$ cat src/rtl/sb_cfg_mux_bank.sv
// Routing-mux bank with a double-buffered configuration chain.
// Bits shift into a shadow chain, and a commit copies the whole chain into the active selects in one edge.
module sb_cfg_mux_bank #(
  parameter  int NUM_MUX  = 4,
  parameter  int MUX_SIZE = 6,
  localparam int SEL_W    = $clog2(MUX_SIZE),
  localparam int TOTAL    = NUM_MUX * SEL_W,
  localparam int CNT_W    = $clog2(TOTAL + 1)
) (
  input  logic                        prog_clk,
  input  logic                        prog_reset_n,
  input  logic                        ccff_head,
  input  logic                        ccff_shift_en,
  input  logic                        ccff_commit,
  input  logic [NUM_MUX*MUX_SIZE-1:0] mux_in,
  output logic [NUM_MUX-1:0]          mux_out,
  output logic [NUM_MUX-1:0]          mux_oor,
  output logic                        ccff_tail,
  output logic [CNT_W-1:0]            cfg_count,
  output logic                        cfg_full,
  output logic                        active_valid,
  output logic                        cfg_err
);

  localparam logic [CNT_W-1:0] COUNT_MAX    = CNT_W'(TOTAL);
  localparam logic [SEL_W:0]   MUX_SIZE_EXT = (SEL_W + 1)'(MUX_SIZE);

  logic [TOTAL-1:0] shadow;
  logic [TOTAL-1:0] active;
  logic             commit_ok;

  assign cfg_full  = (cfg_count == COUNT_MAX);
  assign commit_ok = ccff_commit & cfg_full;
  assign ccff_tail = shadow[TOTAL-1];

  // The commit samples the pre-shift shadow, so a same-cycle shift never leaks into active.
  always_ff @(posedge prog_clk or negedge prog_reset_n) begin
    if (!prog_reset_n) begin
      shadow       <= '0;
      active       <= '0;
      cfg_count    <= '0;
      active_valid <= 1'b0;
      cfg_err      <= 1'b0;
    end else begin
      if (ccff_shift_en) begin
        shadow <= (shadow << 1) | TOTAL'(ccff_head);
      end
      if (commit_ok) begin
        active       <= shadow;
        active_valid <= 1'b1;
        cfg_count    <= ccff_shift_en ? CNT_W'(1) : '0;
      end else if (ccff_shift_en && !cfg_full) begin
        cfg_count <= cfg_count + CNT_W'(1);
      end
      if (ccff_commit && !cfg_full) begin
        cfg_err <= 1'b1;
      end
    end
  end

  for (genvar k = 0; k < NUM_MUX; k++) begin : g_mux
    logic [SEL_W-1:0] sel;
    logic             pick;

    assign sel        = active[k*SEL_W +: SEL_W];
    assign mux_oor[k] = ({1'b0, sel} >= MUX_SIZE_EXT);

    // Only in-range selects can match, so an out-of-range select leaves pick at 0.
    always_comb begin
      pick = 1'b0;
      for (int i = 0; i < MUX_SIZE; i++) begin
        if (sel == SEL_W'(i)) begin
          pick = mux_in[k*MUX_SIZE + i];
        end
      end
    end

    assign mux_out[k] = active_valid & ~mux_oor[k] & pick;
  end

endmodule

$ cat config.mk
export PLATFORM = sky130hd
export DESIGN_NAME = sb_cfg_mux_bank
export DESIGN_NICKNAME = d
export VERILOG_FILES = /design/src/rtl/sb_cfg_mux_bank.sv
export SDC_FILE = /design/constraint.sdc
export NUM_CORES = 1
export LEC_CHECK = 0
export CAP_MARGIN = 10
export CORE_MARGIN = 8
export CORE_UTILIZATION = 52
export CTS_BUF_LIST = sky130_fd_sc_hd__clkbuf_4
export DETAILED_ROUTE_END_ITERATION = 8
export PLACE_DENSITY = 0.93
export SLEW_MARGIN = 30
export SYNTH_ARGS = -nofsm -noshare
export SYNTH_HDL_FRONTEND = slang
export SYNTH_SLANG_ARGS = --single-unit
$ cat constraint.sdc
create_clock -name prog_clk -period 2.6 [get_ports prog_clk]
set_input_delay 0.52 -clock prog_clk [delete_from_list [all_inputs] [get_ports prog_clk]]
set_output_delay 0.52 -clock prog_clk [all_outputs]
set_load 0.02 [all_outputs]
# [Yosys cells after proc, flatten, opt, wreduce, memory -nomap -nowiden]
# Cells that the tools add are included.
[op_classes] eq_ne=21 order_cmp=4 muxes=27 bitwise=14 addsub=1 n_reduce_logical=8
[ops] operator="1-bit two-way mux" count=25
[ops] operator="3-bit by 2-bit equality test with 1-bit output (second input constant)" count=8
[ops] operator="3-bit equality test (second input constant)" count=8
[ops] operator="3-bit by 1-bit equality test with 1-bit output (second input constant)" count=4
[ops] operator="3-bit >= comparator (second input constant)" count=4
[ops] operator="3-bit logical NOT" count=4
[ops] operator="12-bit by 1-bit bitwise OR with 12-bit output" count=1
[ops] operator="1-bit bitwise AND" count=9
[ops] operator="4-bit two-way mux" count=2
[ops] operator="4-bit by 1-bit adder with 4-bit output (second input constant)" count=1
[ops] operator="4-bit equality test (second input constant)" count=1
[ops] operator="1-bit NOT" count=4
[ops] operator="1-bit logical AND" count=2
[ops] operator="2-bit nonzero test" count=1
[ops] operator="1-bit logical NOT" count=1
[word_totals] reg_bits=30 in_bits=29 wordCells=80 output_inout_bits=16

# [Depth between registers and ports, before layout]
# Gate-level depths: netlist of run 1.
[logic_depth] word_depth=8 depth_mapped=6 ltp_nobuf=5

# [Worst setup path before layout of run 1]
# OpenSTA, ideal clock, no wires.
[synth_timing] kind="in2out" startpoint="input mux_in[17]" endpoint="output mux_out[2]" slack_ns=0.765 stages=3 t_arrival_ns=1.315 path_buffers=0 required_time_ns=2.080 path_cell_list="mux4_2 nor2b_1 o21a_1"
[synth_between] elab_chain_len=2
[synth_rtl] element="start: declaration" line_no="15" text="input logic [NUM_MUX*MUX_SIZE-1:0] mux_in,"
[synth_rtl] element="1-bit two-way mux" line_no="72" text="if (sel == SEL_W'(i)) begin"
[synth_rtl] element="1-bit bitwise AND" line_no="78" text="assign mux_out[k] = active_valid & ~mux_oor[k] & pick;"
[synth_rtl] element="end: declaration" line_no="16" text="output logic [NUM_MUX-1:0] mux_out,"
# No other way between the ends.

# [Worst setup path after layout of run 1]
[layout_timing] startpoint="input mux_in[23]" endpoint="output mux_out[3]"
# Same word-level chain as after synthesis.

==> metrics.yaml, run 1 <==
routing:
  drtIter0Drc: 20
  drt_pre_antenna_iters: 4
  drc: 0
  ant_nets: 0
  vias: 1007
  wirelength_mm: 3.15
  avgViaCountPerCell: 5.41
  routedWlPerCell_um: 16.9
finish:
  final_cell_count_no_fill: 186
  areaGrowthSynthToFinish_pct: 35.1
  diodes: 0
  drive_above_1_share_pct: 26.5
  nets: 185
clock_tree:
  insertion_delay_ps: 320
  clk_pin_slew_ps: 90
  cts_tree: "built"
  cts_resized: 4
  cts.sinks: 30
  clockBufferDepth: 2
  cts_setup_buffers: 0
  numCtsBuffers: 5
  hold_buffers: 0
  htree_num_levels: 2
  cts_root_buf: "clkbuf_4"
yosys:
  synth_ff_type: "dfrtp_1"
  synth_top_area_cell: "dfrtp_1"
  ys_seq_area_share_pct: 50.4
  synth-async-reset-ratio_pct: 100
  synth.area.top_cells: "dfrtp_1 (50%), mux2_2 (13%), mux2_4 (7.1%), mux4_2 (6.1%), mux2i_1 (2.7%)"
  ys_ff_latch: 30
  yosysTopAreaCellShare_pct: 50.4
  synth_area_mm2: 0.00149
  synth_cell_type_count: 27
  synthesis.nets: 135
  postSynthCellCount: 104
  syn_area_per_cell_um2: 14.3
  yosysWarnings: 0
  synth-edff-count: 0
grt:
  grt_remaining_overflow: 0
  grt_usage_pct: 13.8
  busiest_layer: "met2"
  use_met3_pct: 5.29
  grt_pass1_vias: 1137
  grt_first_pass_wirelength_mm: 5.40
  antenna_found_initial: 0
  met1_usage_pct: 15.5
  grt_start_max_net_pins: 31
  grt_util_met2_pct: 22.3
floorplanning:
  boundaryPins: 45
  start_util_pct: 54.5
  rows: 19
  dieArea_mm2: 0.00483
  die_h_um: 69.5
  core_region_area_mm2: 0.00273
  fp.dieW_um: 69.5
worst_setup_path:
  cp_max_fo: 1
  required_ps: 2080
  rr_worst_depth: 5
  cp.arrival_ps: 2010
  crit_family: "buffers and inverters"
  cp_slowest_cell: "mux4_2"
  path_cells: "clkdlybuf4s50_1, mux4_2, nor2b_1, o21a_1, dlygate4sd2_1"
  r2r-start: "cfg_count[0]"
  r2r_slack_ps: 820
  worst_setup_path_start_kind: "primary input"
  critPathBufInv: 2
  crit_type: "in -> out"
  r2r-end: "cfg_count[1]"
  slowest_delay_ps: 450
  worstSetupEndpointType: "output port"
sta:
  slew_headroom_pct: 75.0
  rsz0062_at_grt: "no"
  max_freq_mhz: 395
  tightest_slew_ps: 375
  drv_slew: 0
  skew_ps: 10.9
  period_share_pct: 97.4
  fin_crit_ps: 2530
  finalHoldViolCount: 0
  fin_setup_tns_ps: 0
  setup_violations: 0
place:
  dp_cells: 178
  place_hpwl_mm: 2.41
  gp_congestion: 0.760
  port_buffers: 44
power:
  total_power_uw: 1920
  ir_worst_vdd_mv: 0.715
  leakage_uw: 0.000883
  cellPowerDensity_mw_per_mm2: 955
worst_hold_path:
  hold_class: "reg -> reg"
  min-delay-start: "cfg_err"
  holdPathStages: 1
  hold-path-endpoint: "cfg_err"
job:
  maxCapViolCount: 0
status:
  outcome: "completed"
cells in the mapped netlist (3+ instances only):
| cell type | number |
|---|---|
| mux2_2 | 17 |
| mux2_4 | 7 |
| inv_1 | 3 |
| dfrtp_1 | 30 |
| mux4_2 | 4 |
| and2_1 | 4 |
| mux2i_1 | 4 |
| o21a_1 | 4 |
| nor3b_1 | 4 |
| nor2b_1 | 4 |
flip-flops by register name (all words and copies together) (netlist names):
register / cells
active: 12
active_valid: 1
cfg_count: 4
cfg_err: 1
shadow: 12
power by group:
| group | switching, µW | internal (µW) | total, µW | leakage (µW) |
|---|---|---|---|---|
| Combinational | 312 | 488 | 801 | 0.000484 |
| Clock | 151 | 112 | 263 | 0.0000331 |
| Sequential | 209 | 649 | 858 | 0.000366 |
per-layer routing:
| metal | share of wire, % | wire length (µm) |
|---|---|---|
| met1 | 43 | 1370 |
| met2 | 49 | 1540 |
| met3 | 6.0 | 189 |
| met4 | 1.9 | 61 |
| met5 | 0 | 0 |
worst reg2reg max path: stages, from the launching register on:
cell and delay [ps]:
dfrtp_1 480, inv_1 100, ha_2 240, nand4_4 300, a21boi_1 260, mux2_1 310
logic make-up after synthesis:
family	share of synthesized area [%]
compound gates	6.14
xor+xnor	0.588
fa+ha+maj	1.68
buf+inv	2.60
flops	50.4
mux	29.4
simple gates	9.16
through the flow:
step           setup WS, ps  hold WS [ps]  util, %  area (µm²)
5_1_grt                14.5           513     73.6        2010
3_5_place_dp           -167           460     71.5        1960
3_3_place_gp           -113           447     71.5        1960
4_1_cts                2.00           482     73.3        2000
2_1_floorplan           765           224        -        1490
6_report               67.0           480     73.6        2010
cells in the final DEF (no fill, tap or decap), types with 2 or more instances in the layout:
| master | n |
|---|---|
| nand2b_1 | 2 |
| nand2_1 | 2 |
| mux2i_1 | 4 |
| a21oi_1 | 2 |
| dfrtp_1 | 30 |
| o21a_1 | 4 |
| mux2_2 | 17 |
| nor2b_1 | 4 |
| and2_1 | 4 |
| mux4_2 | 4 |
| dlygate4sd2_1 | 4 |
| buf_4 | 2 |
| clkbuf_4 | 6 |
| nor3b_1 | 4 |
| clkdlybuf4s50_1 | 40 |
| mux2_4 | 7 |
| inv_1 | 3 |
final cells by class:
type | count | area [µm²]
clock buffer | 6 | 45.0
clock inverter | 2 | 8.76
fill | 190 | 722
inverter | 3 | 11.3
multi-input combinational | 68 | 707
sequential | 30 | 751
tap | 31 | 38.8
timing repair buffer | 46 | 450
how the worst max path moves through the flow:
stage	from	endpoint	slack (ps)	depth (start not counted)
final	mux_in[23]	mux_out[3]	70	5
after global routing	mux_in[17]	mux_out[2]	10	5
after CTS	cfg_count[0]	cfg_full	2	5
after detailed placement	mux_in[23]	mux_out[3]	-170	5
after global placement	mux_in[17]	mux_out[2]	-110	5
after floorplan	mux_in[17]	mux_out[2]	770	3
Note: power is estimated with default switching activity, not from simulation.
==> run 2, diff against run 1 <==
CAP_MARGIN = 20   (was 10)
PLACE_DENSITY = default   (was 0.93)
PLACE_DENSITY_LB_ADDON = 0.2   (was default)
TNS_END_PERCENT = 1   (was default)
==> run 2 against run 1 <==
Core utilization increased by 0.82 points. Worst hold slack worse by 17 ps. Sequential power up 2%. Setup slack lost 1.8 ps. Largest power group unchanged.
==> metrics.yaml, run 2 (synthesis gave the netlist of run 1 again) <==
worst_setup_path:
  cp_max_fo: 1
  rr_worst_depth: 5
  r2r_slack_ps: 800
  required_ps: 2080
  crit_type: "in -> out"
  r2r-start: "cfg_count[0]"
  worst_setup_path_start_kind: "primary input"
  worstSetupEndpointType: "output port"
  r2r-end: "cfg_count[1]"
  cp.arrival_ps: 2010
power:
  leakage_uw: 0.000895
  power_frac_comb_pct: 39.5
  p_clk_share_pct: 17.9
  seqPwrFrac_pct: 42.6
  cellPowerDensity_mw_per_mm2: 1000
  p_sw_uw: 708
  ir_worst_vdd_mv: 0.848
  swShare_pct: 34.7
  p_int_uw: 1340
floorplanning:
  rows: 19
  boundaryPins: 45
  start_util_pct: 54.5
  fp.dieW_um: 69.5
  dieArea_mm2: 0.00483
  core_region_area_mm2: 0.00273
  die_h_um: 69.5
grt:
  grt_usage_pct: 14.2
  antenna_found_initial: 0
  grt_remaining_overflow: 0
  grt_pass1_vias: 1134
  grt_start_max_net_pins: 31
  grt_first_pass_wirelength_mm: 5.66
finish:
  drive_above_1_share_pct: 27.1
  diodes: 0
  areaGrowthSynthToFinish_pct: 36.6
  final_common_cell: "clkdlybuf4s50_1"
  stdcell_area_mm2: 0.00203
  largest_registers: "active: 12 flops, shadow: 12 flops, cfg_count: 4 flops"
  nets: 185
  layout_common_cells: "clkdlybuf4s50_1 (40), dfrtp_1 (29), mux2_2 (17)"
clock_tree:
  numCtsBuffers: 5
  hold_buffers: 0
  htree_num_levels: 2
  cts_setup_buffers: 0
  cts.sinks: 30
  cts_tree: "built"
  clockBufferDepth: 2
  clk_pin_slew_ps: 90
  cts_resized: 4
  insertion_delay_ps: 340
  cts_root_buf: "clkbuf_4"
routing:
  drtIter0Drc: 27
  drt_pre_antenna_iters: 4
  avgViaCountPerCell: 5.55
  ant_nets: 0
  drc: 0
  wirelength_mm: 3.28
  routedWlPerCell_um: 17.6
  vias: 1032
status:
  outcome: "completed"
sta:
  finalHoldViolCount: 0
  skew_ps: 10.4
  setup_violations: 0
  period_share_pct: 97.5
  max_freq_mhz: 395
  fin_setup_tns_ps: 0
  slew_headroom_pct: 74.7
  tightest_slew_ps: 379
  fin_crit_ps: 2530
  drv_slew: 0
worst_hold_path:
  holdPathStages: 1
  min-delay-start: "cfg_err"
  hold_class: "reg -> reg"
  hold-path-endpoint: "cfg_err"
place:
  gp_congestion: 0.708
  port_buffers: 44
  place_hpwl_mm: 2.38
  placed_area_mm2: 0.00196
job:
  maxCapViolCount: 0
[run 2: cell types whose count changed in the layout (fill, tap and decap cells not counted), sizes merged]
cell / previous run / this run
bufinv: 0 / 1
clkbuf: 6 / 5
[run 2: power groups by stage]
stage / combinational, µW / sequential [µW] / clock (µW)
final: 807 / 871 / 366
after global routing: 872 / 903 / 396
after CTS: 818 / 866 / 375
after detailed placement: 839 / 873 / 0
after global placement: 807 / 852 / 0
after floorplan: 486 / 863 / 0
[run 2: how the worst max path moves through the flow]
stage | slack [ps] | to | cells past startpoint | startpoint
2_1_floorplan | 770 | mux_out[2] | 3 | mux_in[17]
3_3_place_gp | -110 | mux_out[2] | 5 | mux_in[16]
3_5_place_dp | -160 | mux_out[2] | 5 | mux_in[17]
4_1_cts | 20 | cfg_full | 5 | cfg_count[0]
5_1_grt | -6 | cfg_full | 5 | cfg_count[0]
6_report | 70 | mux_out[2] | 5 | mux_in[17]
[run 2: per-layer routing]
layer,global-route usage (%),up-vias,part of all wire [%]
met5,0,-,0
met4,4.10,0,1.1
met3,5.87,4,6.6
met2,24.9,30,53
met1,15.3,514,39
li1,-,484,-
[run 2: worst max-delay path: stages]
cell and delay (ps):
clkdlybuf4s50_1 400, mux4_2 460, nor2b_1 140, o21a_1 170, dlygate4sd2_1 320
[run 2: through the flow]
stage / std cells / total power [µW] / util [%] / setup slack, ps / hold WS [ps]
detailed placement: 178 / 1710 / 71.5 / -162 / 443
CTS: 186 / 2060 / 74.2 / 20.4 / 469
global placement: 178 / 1660 / 71.5 / -114 / 439
global route: 186 / 2170 / 74.4 / -5.90 / 521
floorplan: 104 / 1350 / - / 765 / 224
finish: 186 / 2040 / 74.4 / 65.2 / 463
[run 2: final cells by class]
type / instances / area, µm²
Clock buffer: 5 / 37.5
Sequential cell: 30 / 752
Fill cell: 191 / 699
Tap cell: 31 / 38.8
Multi-Input combinational cell: 68 / 704
Timing Repair Buffer: 46 / 450
Clock inverter: 3 / 40.0
Inverter: 3 / 11.3
